**src/rtl/clk_period_meter.sv**
```systemverilog
`default_nettype none
// ============================================================================
//  Module      : clk_period_meter
//  Description : Measures period and high time of an asynchronous divided
//                clock in clk cycles, with lock and sticky overflow flags.
//  Revision    : 1.0 - initial release
// ============================================================================
module clk_period_meter #(
    parameter int CNT_W      = 16,
    parameter int LOCK_COUNT = 4
) (
    input  logic             clk,
    input  logic             reset,
    input  logic             meas_in,
    input  logic             enable,
    input  logic             clr,
    output logic [CNT_W-1:0] period,
    output logic [CNT_W-1:0] high_time,
    output logic             meas_valid,
    output logic             locked,
    output logic             overflow
);

    localparam int               c_MW   = $clog2(LOCK_COUNT + 1);
    localparam logic [c_MW-1:0]  c_LOCK = c_MW'(LOCK_COUNT);
    localparam logic [CNT_W-1:0] c_MAX  = '1;

    typedef enum logic [1:0] {
        S_IDLE      = 2'd0,
        S_WAIT_EDGE = 2'd1,
        S_MEASURE   = 2'd2
    } state_t;

    state_t           r_state, w_state_nxt;
    logic             r_s1, r_s2, r_s3;
    logic [CNT_W-1:0] r_cnt, w_cnt_nxt;
    logic [CNT_W-1:0] r_hi_cap, w_hi_cap_nxt;
    logic [c_MW-1:0]  r_match, w_match_nxt;
    logic             r_first, w_first_nxt;
    logic [CNT_W-1:0] r_period, w_period_nxt;
    logic [CNT_W-1:0] r_high, w_high_nxt;
    logic             r_valid, w_valid_nxt;
    logic             r_locked;
    logic             r_overflow, w_overflow_nxt;

    logic             w_rise, w_fall;
    logic [CNT_W-1:0] w_cnt_inc;
    logic [c_MW-1:0]  w_match_inc;

    assign w_rise      = r_s2 & ~r_s3;
    assign w_fall      = ~r_s2 & r_s3;
    assign w_cnt_inc   = (r_cnt == c_MAX) ? c_MAX : r_cnt + CNT_W'(1);
    assign w_match_inc = (r_match == c_LOCK) ? c_LOCK : r_match + c_MW'(1);

    always_ff @(posedge clk or negedge reset) begin
        if (!reset) begin
            r_state    <= S_IDLE;
            r_s1       <= 1'b0;
            r_s2       <= 1'b0;
            r_s3       <= 1'b0;
            r_cnt      <= '0;
            r_hi_cap   <= '0;
            r_match    <= '0;
            r_first    <= 1'b0;
            r_period   <= '0;
            r_high     <= '0;
            r_valid    <= 1'b0;
            r_locked   <= 1'b0;
            r_overflow <= 1'b0;
        end else begin
            r_s1       <= meas_in;
            r_s2       <= r_s1;
            r_s3       <= r_s2;
            r_state    <= w_state_nxt;
            r_cnt      <= w_cnt_nxt;
            r_hi_cap   <= w_hi_cap_nxt;
            r_match    <= w_match_nxt;
            r_first    <= w_first_nxt;
            r_period   <= w_period_nxt;
            r_high     <= w_high_nxt;
            r_valid    <= w_valid_nxt;
            r_locked   <= (w_match_nxt == c_LOCK);
            r_overflow <= w_overflow_nxt;
        end
    end

    always_comb begin
        w_state_nxt    = r_state;
        w_cnt_nxt      = r_cnt;
        w_hi_cap_nxt   = r_hi_cap;
        w_match_nxt    = r_match;
        w_first_nxt    = r_first;
        w_period_nxt   = r_period;
        w_high_nxt     = r_high;
        w_valid_nxt    = 1'b0;
        w_overflow_nxt = r_overflow;

        if (clr) begin
            // Results wiped, state kept; the count restarts from zero.
            w_cnt_nxt      = '0;
            w_hi_cap_nxt   = '0;
            w_match_nxt    = '0;
            w_period_nxt   = '0;
            w_high_nxt     = '0;
            w_overflow_nxt = 1'b0;
        end else if (!enable) begin
            w_state_nxt = S_IDLE;
            w_cnt_nxt   = '0;
            w_match_nxt = '0;
        end else begin
            case (r_state)
                S_IDLE: begin
                    w_state_nxt = S_WAIT_EDGE;
                    w_cnt_nxt   = '0;
                    w_match_nxt = '0;
                end
                S_WAIT_EDGE: begin
                    if (w_rise) begin
                        w_cnt_nxt   = '0;
                        w_first_nxt = 1'b1;
                        w_state_nxt = S_MEASURE;
                    end
                end
                S_MEASURE: begin
                    if (w_rise) begin
                        w_period_nxt = w_cnt_inc;
                        w_high_nxt   = r_hi_cap;
                        w_valid_nxt  = 1'b1;
                        w_cnt_nxt    = '0;
                        w_first_nxt  = 1'b0;
                        if (r_cnt == c_MAX) begin
                            w_overflow_nxt = 1'b1;
                            w_match_nxt    = '0;
                        end else if (!r_first && (w_cnt_inc == r_period)) begin
                            w_match_nxt = w_match_inc;
                        end else begin
                            w_match_nxt = '0;
                        end
                    end else if (r_cnt == c_MAX) begin
                        // Period too long to represent: abandon and resync.
                        w_overflow_nxt = 1'b1;
                        w_match_nxt    = '0;
                        w_cnt_nxt      = '0;
                        w_state_nxt    = S_WAIT_EDGE;
                    end else begin
                        w_cnt_nxt = r_cnt + CNT_W'(1);
                        if (w_fall) begin
                            w_hi_cap_nxt = w_cnt_inc;
                        end
                    end
                end
                default: begin
                    w_state_nxt = S_IDLE;
                end
            endcase
        end
    end

    assign period     = r_period;
    assign high_time  = r_high;
    assign meas_valid = r_valid;
    assign locked     = r_locked;
    assign overflow   = r_overflow;

endmodule
`default_nettype wire

```
**config.mk**
```make
export PLATFORM = sky130hd
export DESIGN_NAME = clk_period_meter
export DESIGN_NICKNAME = d
export VERILOG_FILES = /design/src/rtl/clk_period_meter.sv
export SDC_FILE = /design/constraint.sdc
export NUM_CORES = 1
export LEC_CHECK = 0
export BUFFER_PORTS_ARGS = -buffer_cell sky130_fd_sc_hd__buf_2
export CAP_MARGIN = 15
export CORE_MARGIN = 5
export CORE_UTILIZATION = 51
export DETAILED_ROUTE_END_ITERATION = 12
export GPL_TIMING_DRIVEN = 1
export HOLD_SLACK_MARGIN = 0.02
export PLACE_DENSITY = 0.7
export SYNTH_ARGS = -nofsm -noshare
export SYNTH_HDL_FRONTEND = slang
export SYNTH_SLANG_ARGS = --single-unit
```
**constraint.sdc**
```tcl
create_clock -name clk -period 5.3 [get_ports clk]
set_input_delay 0.795 -clock clk [delete_from_list [all_inputs] [get_ports clk]]
set_output_delay 0.795 -clock clk [all_outputs]
set_load 0.005 [all_outputs]
```
* Yosys cells after proc, flatten, opt, wreduce, memory -nomap -nowiden
Cells that the tools add are included.
Cells by class: bitwise logic cells 5, $add $sub $neg 2, reduce and logical (&&, ||, !) cells 15, equality and inequality tests 15, muxes and demuxes 45
Operator list (count):
- $mux 16 | 20
- $pmux 16 s3 | 1
- $mux 3 | 7
- $add 16x1->16 const B | 1
- $eq 16x16->1 | 1
- $eq 16x16->1 const B | 1
- $reduce_bool 2->1 | 6
- $mux 1 | 10
- $reduce_and 5->1 | 2
- $ne 3x3->1 const B | 3
- $mux 2 | 4
- $ne 2x2->1 const B | 4
- $eq 3x3->1 const B | 2
- $pmux 2 s3 | 1
- $pmux 3 s2 | 1
- $reduce_and 3->1 | 2
- $ne 5x1->1 const B | 1
- $ne 4x4->1 const B | 1
- $reduce_and 4->1 | 1
- $add 3x1->3 const B | 1
- $not 1->1 | 3
- $and 1x1->1 | 2
- $eq 2x1->1 const B | 1
- $eq 2x2->1 const B | 1
- other kinds (5) | 5
Storage, ports and cells: output and inout bits 35, flip-flop bits (word level) 76, input bits 5, word-level logic and storage cells 95

* Logic depth before layout (Yosys ltp)
word-level depth 11, mapped depth 11, gate-level depth less buffers 9

* Worst setup path after synthesis
No wires, ideal clock.
path type register -> register, start register r_cnt[0], end register r_locked, in the netlist locked, required time 5.220 ns, data arrival time 2.347 ns, path buffers 0, setup time 0.080 ns, slack 2.873 ns, clock period less this slack 2.427 ns, stages on the path, launching flop included 10, cells stage by stage dfrtp_1 -> ha_1 -> nand3_2 -> nor2_1 -> xnor2_2 -> xnor2_1 -> or3_1 -> a31oi_2 -> a41oi_2 -> nor3b_2
On the way: word-level cells in the longest chain between the ends 11, elaborated cells between the ends (all ways) 13, those cells by class add/sub (1); eq/ne (3); mux (8); reduce/logical (1)
Ends and longest elaborated chain:
- start: declaration | RTL line 36 | logic [CNT_W-1:0] r_cnt, w_cnt_nxt;
- start signal: assignment | RTL line 75 | r_cnt <= w_cnt_nxt;
- $add 16x1->16 / $eq 16x16->1 (equally long branches) | RTL line 52, 131, 139
- $mux 16 | RTL line 52 | assign w_cnt_inc = (r_cnt == c_MAX) ? c_MAX : r_cnt + CNT_W'(1);
- $eq 16x16->1 | RTL line 134 | end else if (!r_first && (w_cnt_inc == r_period)) begin
- $logic_and 1x1->1 | RTL line 134
- $mux 3 | RTL line 134
- $mux 3 | RTL line 131 | if (r_cnt == c_MAX) begin
- $mux 3 * | RTL line 125 | if (w_rise) begin
- $pmux 3 s2 * | RTL line 111 | case (r_state)
- $mux 3 * | RTL line 106 | end else if (!enable) begin
- $mux 3 * | RTL line 98 | if (clr) begin
- $eq 3x3->1 * | RTL line 82 | r_locked <= (w_match_nxt == c_LOCK);
- end signal: assignment | RTL line 82
- end: declaration | RTL line 43 | logic r_locked;
Mark *: on every way between the ends. The rest lies on a longest branch, timed or not. A chain may end at the register's enable or synchronous reset.

* Worst setup path after layout
start register r_cnt[0], end register r_match[0]
On the way: word-level cells in the longest chain between the ends 10, elaborated cells between the ends (all ways) 12, those cells by class add/sub (1); eq/ne (2); mux (8); reduce/logical (1)
Ends and longest elaborated chain:
- $add 16x1->16 / $eq 16x16->1 (equally long branches) | RTL line 52, 131, 139
- $mux 16 | RTL line 52
- $eq 16x16->1 | RTL line 134
- $logic_and 1x1->1 | RTL line 134
- $mux 3 | RTL line 134
- $mux 3 | RTL line 131
- $mux 3 * | RTL line 125
- $pmux 3 s2 * | RTL line 111
- $mux 3 * | RTL line 106
- $mux 3 * | RTL line 98
- named net w_match_nxt[0] | RTL line 38 | logic [c_MW-1:0] r_match, w_match_nxt;
- end signal: assignment | RTL line 77 | r_match <= w_match_nxt;
- end: declaration | RTL line 38
The timed path passes the listed nets; every way through them passes the cells marked *.

==> summary.md <==
| Metric | Value |
|---|---|
| Critical Path RT | `approximately 5600 ps` |
| R2R cell count | `9` |
| Mux cell area share after synthesis | `less than 1%` |
| Synth Area in Adders | `2.11%` |
| Post-Syn Area per Cell | `roughly 10 um^2` |
| Worst-margin pin slew | `about 960 ps` |
| Overall global routing resource usage | `a little under a quarter` |
| Final Critical Period | `roughly 3200 ps` |
| Hold Violations, Final | `0` |
| Hold Crit Depth | `0` |
| Drt drc | `0` |
| Critical path's largest stage delay | `between 700 and 800 ps` |
| Critical-path top delay cell | `nor4_4` |
| Outcome | `completed` |
| Pin count of the biggest net entering global routing | `77` |
| Area Growth Syn to Fin | `10.9%` |
| Pleak | `2.26 nW` |
| Sequential share of power | `between 40% and 50%` |
| # diodes | `0` |
| Die Ht | `approximately 100 um` |
| Drt wl/cell | `19.6 um` |
| Mapped Cells | `around 420` |
| Ranking of synthesized cells by area | `dfrtp_1 46%, a22o_1 7.8%, o21ai_0 4.8%, nand2_1 4.6%, nand3_1 2.8%` |
| Gpl congestion | `between 0.9 and 1` |
| Kind of start point of the critical path | `register` |
| Simple-Gate Fraction of Synth Area | `a little over a fifth` |
| Clock skew | `between 10 and 15 ps` |
| Largest family of logic cells by synthesized area | `compound AO/OA/AOI/OAI gates` |
| CTS resizes | `0` |
| Switching share of power | `approximately 28%` |
| Crit path DAT | `3430 ps` |
| First DRT Iteration DRCs | `315` |
| Final HPWL DP | `roughly 7500 um` |
| Port buffer count | `39` |
| Synth area leader | `dfrtp_1` |
| Pins Over Slew Limit | `0` |
| Clock transition at path regs | `~80 ps` |
| Post-CTS setup buffer count | `0` |
| Fmax achieved | `317 MHz` |
| Hold Buf Count CTS | `0` |
| Final #Nets | `457` |
| P_sw | `0.340 mW` |
| Vias | `between 3000 and 4000` |
| VDD IR-drop max | `approximately 0.00016 V` |
| Clk network pwr share | `between 30% and 40%` |
| # rows | `32` |
| Htree depth | `3` |
| Die ar. | `between 10000 and 15000 um^2` |
| Crit path max fanout | `12` |
| Yosys top cell area share | `a little under half` |
| Netlist Area Pre-Place | `just over 4000 um^2` |
| Proportion of synthesized chip area in sequential cells | `45.9%` |
| Initial antenna violation count | `0` |
| Async set or reset register ratio after synthesis | `100%` |
| Setup violators final | `0` |
| Internal Pwr Total | `between 0.8 and 0.9 mW` |
| Cells along the critical path | `ha_1 -> nand3_2 -> nor4_4 -> nand3_1 -> nand3_1 -> nor4bb_1 -> and4b_1 -> nand4_1 -> o21ai_0` |
| Total routed wirelength | `10800 um` |
| Maxcap violations | `0` |
| CP dominant cell by count | `nand3_1` |
| First-pass GRT wire length | `around 18000 um` |
| Layout cell share with drive strength beyond 1 | `between 10% and 20%` |
| Endpoint type of the worst setup path | `register` |
| Vias/cell | `roughly 6.3` |
| Inserted Clock Buffers | `9` |
| Sinks on Clock Net | `76` |
| XOR/XNOR Fraction of Synth Area | `approximately 4.5%` |
| Distinct cells, synth | `64` |
| Total negative slack | `0 ps` |
| Complex-gate fraction of the synthesized area | `a little over a fifth` |
| Synth warnings | `0` |
| Post-route ant nets | `0` |
| Clock Path Buffers | `2` |
| I/O pin cnt | `40` |
| PnR Total Power | `~1.2 mW` |
| HP Class | `reg -> reg` |
| Number of flops mapped to enable cells by yosys | `0` |
| Total gr overflow | `0` |
| PwrDens | `about 260 nW/um^2` |
| CORE AREA | `7810 um^2` |
| Later-pin clock latency in the skew report | `370 ps` |
| Die outline width | `100 um` |
| Most common cell in the netlist | `dfrtp_1` |
| Initial core utilization | `around 53%` |
| Slew HR | `between 30% and 40%` |
| Gate power share | `between 10% and 20%` |
| RSZ-0062 raised after global routing | `no` |
| Most frequent cells after synthesis | `76 x dfrtp_1, 51 x nand2_1, 40 x o21ai_0, 37 x a22o_1, 23 x nand3_1` |
| Root Driver | `clkbuf_8` |
| CTS tree | `done` |
| Crit path kind | `reg -> reg` |
| Pre-antenna DRT Iters | `5` |
| Main synth FF type | `dfrtp_1` |
| Synth Register Bits | `76` |
| Syn_nets | `428` |
| Vias in the first global route | `3333` |
| Tcrit/Tclk final | `between 50% and 60%` |
[cells in the final DEF (no fill, tap or decap), types with 4 or more instances in the layout]
cell	n
or3_1	4
o31ai_1	4
and3_1	8
a31oi_1	7
buf_2	38
inv_1	11
nor3_1	4
nand3_1	23
nand2_1	51
nand4_1	8
o21ai_0	40
a22o_1	37
dfrtp_1	76
nand2b_1	4
ha_1	7
xnor2_1	5
xor2_1	8
a21oi_1	14
nor2_1	16
clkbuf_8	10
and4_1	5
[power by group through the flow]
stage	registers [mW]	clock network, mW	logic (mW)
final	0.604	0.473	0.133
after global routing	0.606	0.509	0.148
after CTS	0.604	0.479	0.132
after detailed placement	0.614	0	0.125
after global placement	0.614	0	0.119
after floorplan	0.611	0	0.0833
[cell type report]
cell class	instances	area (um^2)
fill	685	3210
multi-input combinational	304	2090
sequential	76	1900
timing repair buffer	42	224
clock buffer	10	138
tap	102	128
clock inverter	6	70.1
inverter	12	45.0
[logic make-up (layout without fill, tap and decap cells)]
group | count (synthesis) | after routing
xor gates and xnor gates | 17 | 17
DFF | 76 | 76
muxes | 2 | 2
buffers and inverters | 36 | 70
and+or+nand+nor | 151 | 151
AOI/OAI and AO/OA | 127 | 127
adders and majority gates | 7 | 7
[metrics by stage]
stage	utilization (%)	area [um^2]	setup WS [ps]	instances	hold slack [ps]
global placement	56.1	4380	1860	535	347
CTS	58.9	4600	2210	552	386
global route	58.9	4600	1920	552	388
finish	58.9	4600	2150	552	372
floorplan	-	4150	2870	416	331
detailed placement	56.2	4390	2250	536	358
[final timing paths]
path,slack (ps),to,from
min in group asynchronous,560,r_cnt[7],reset
worst max register to register,2150,r_match[0],r_cnt[0]
worst min-delay path,370,r_s2,r_s1
worst max-delay path,2150,r_match[0],r_cnt[0]
worst min register to register,370,r_s2,r_s1
max in group asynchronous,4100,r_cnt[1],reset
[per-layer routing]
metal | share of wire (%) | wire (um) | GRT usage [%]
met4 | 1.3 | 137 | 5.80
met1 | 46 | 4940 | 32.4
met3 | 6.7 | 726 | 5.42
met2 | 46 | 5020 | 34.5
met5 | 0 | 0 | 0
[state kept, by name, summed over array words and instances, names as in the netlist]
register    flops
overflow        1
r_cnt          16
r_first         1
period         16
r_s1            1
meas_valid      1
high_time      16
locked          1
r_hi_cap       16
r_state         2
r_match         3
r_s2            1
r_s3            1
[worst max-delay path, delay by kind of cell (launching register included)]
family | cells | cell delay, ps
and+or+nand+nor | 7 | 2070
DFF | 1 | 480
adders and majority gates | 1 | 320
AOI/OAI and AO/OA | 1 | 220
Power figures use the tool's default switching activity.
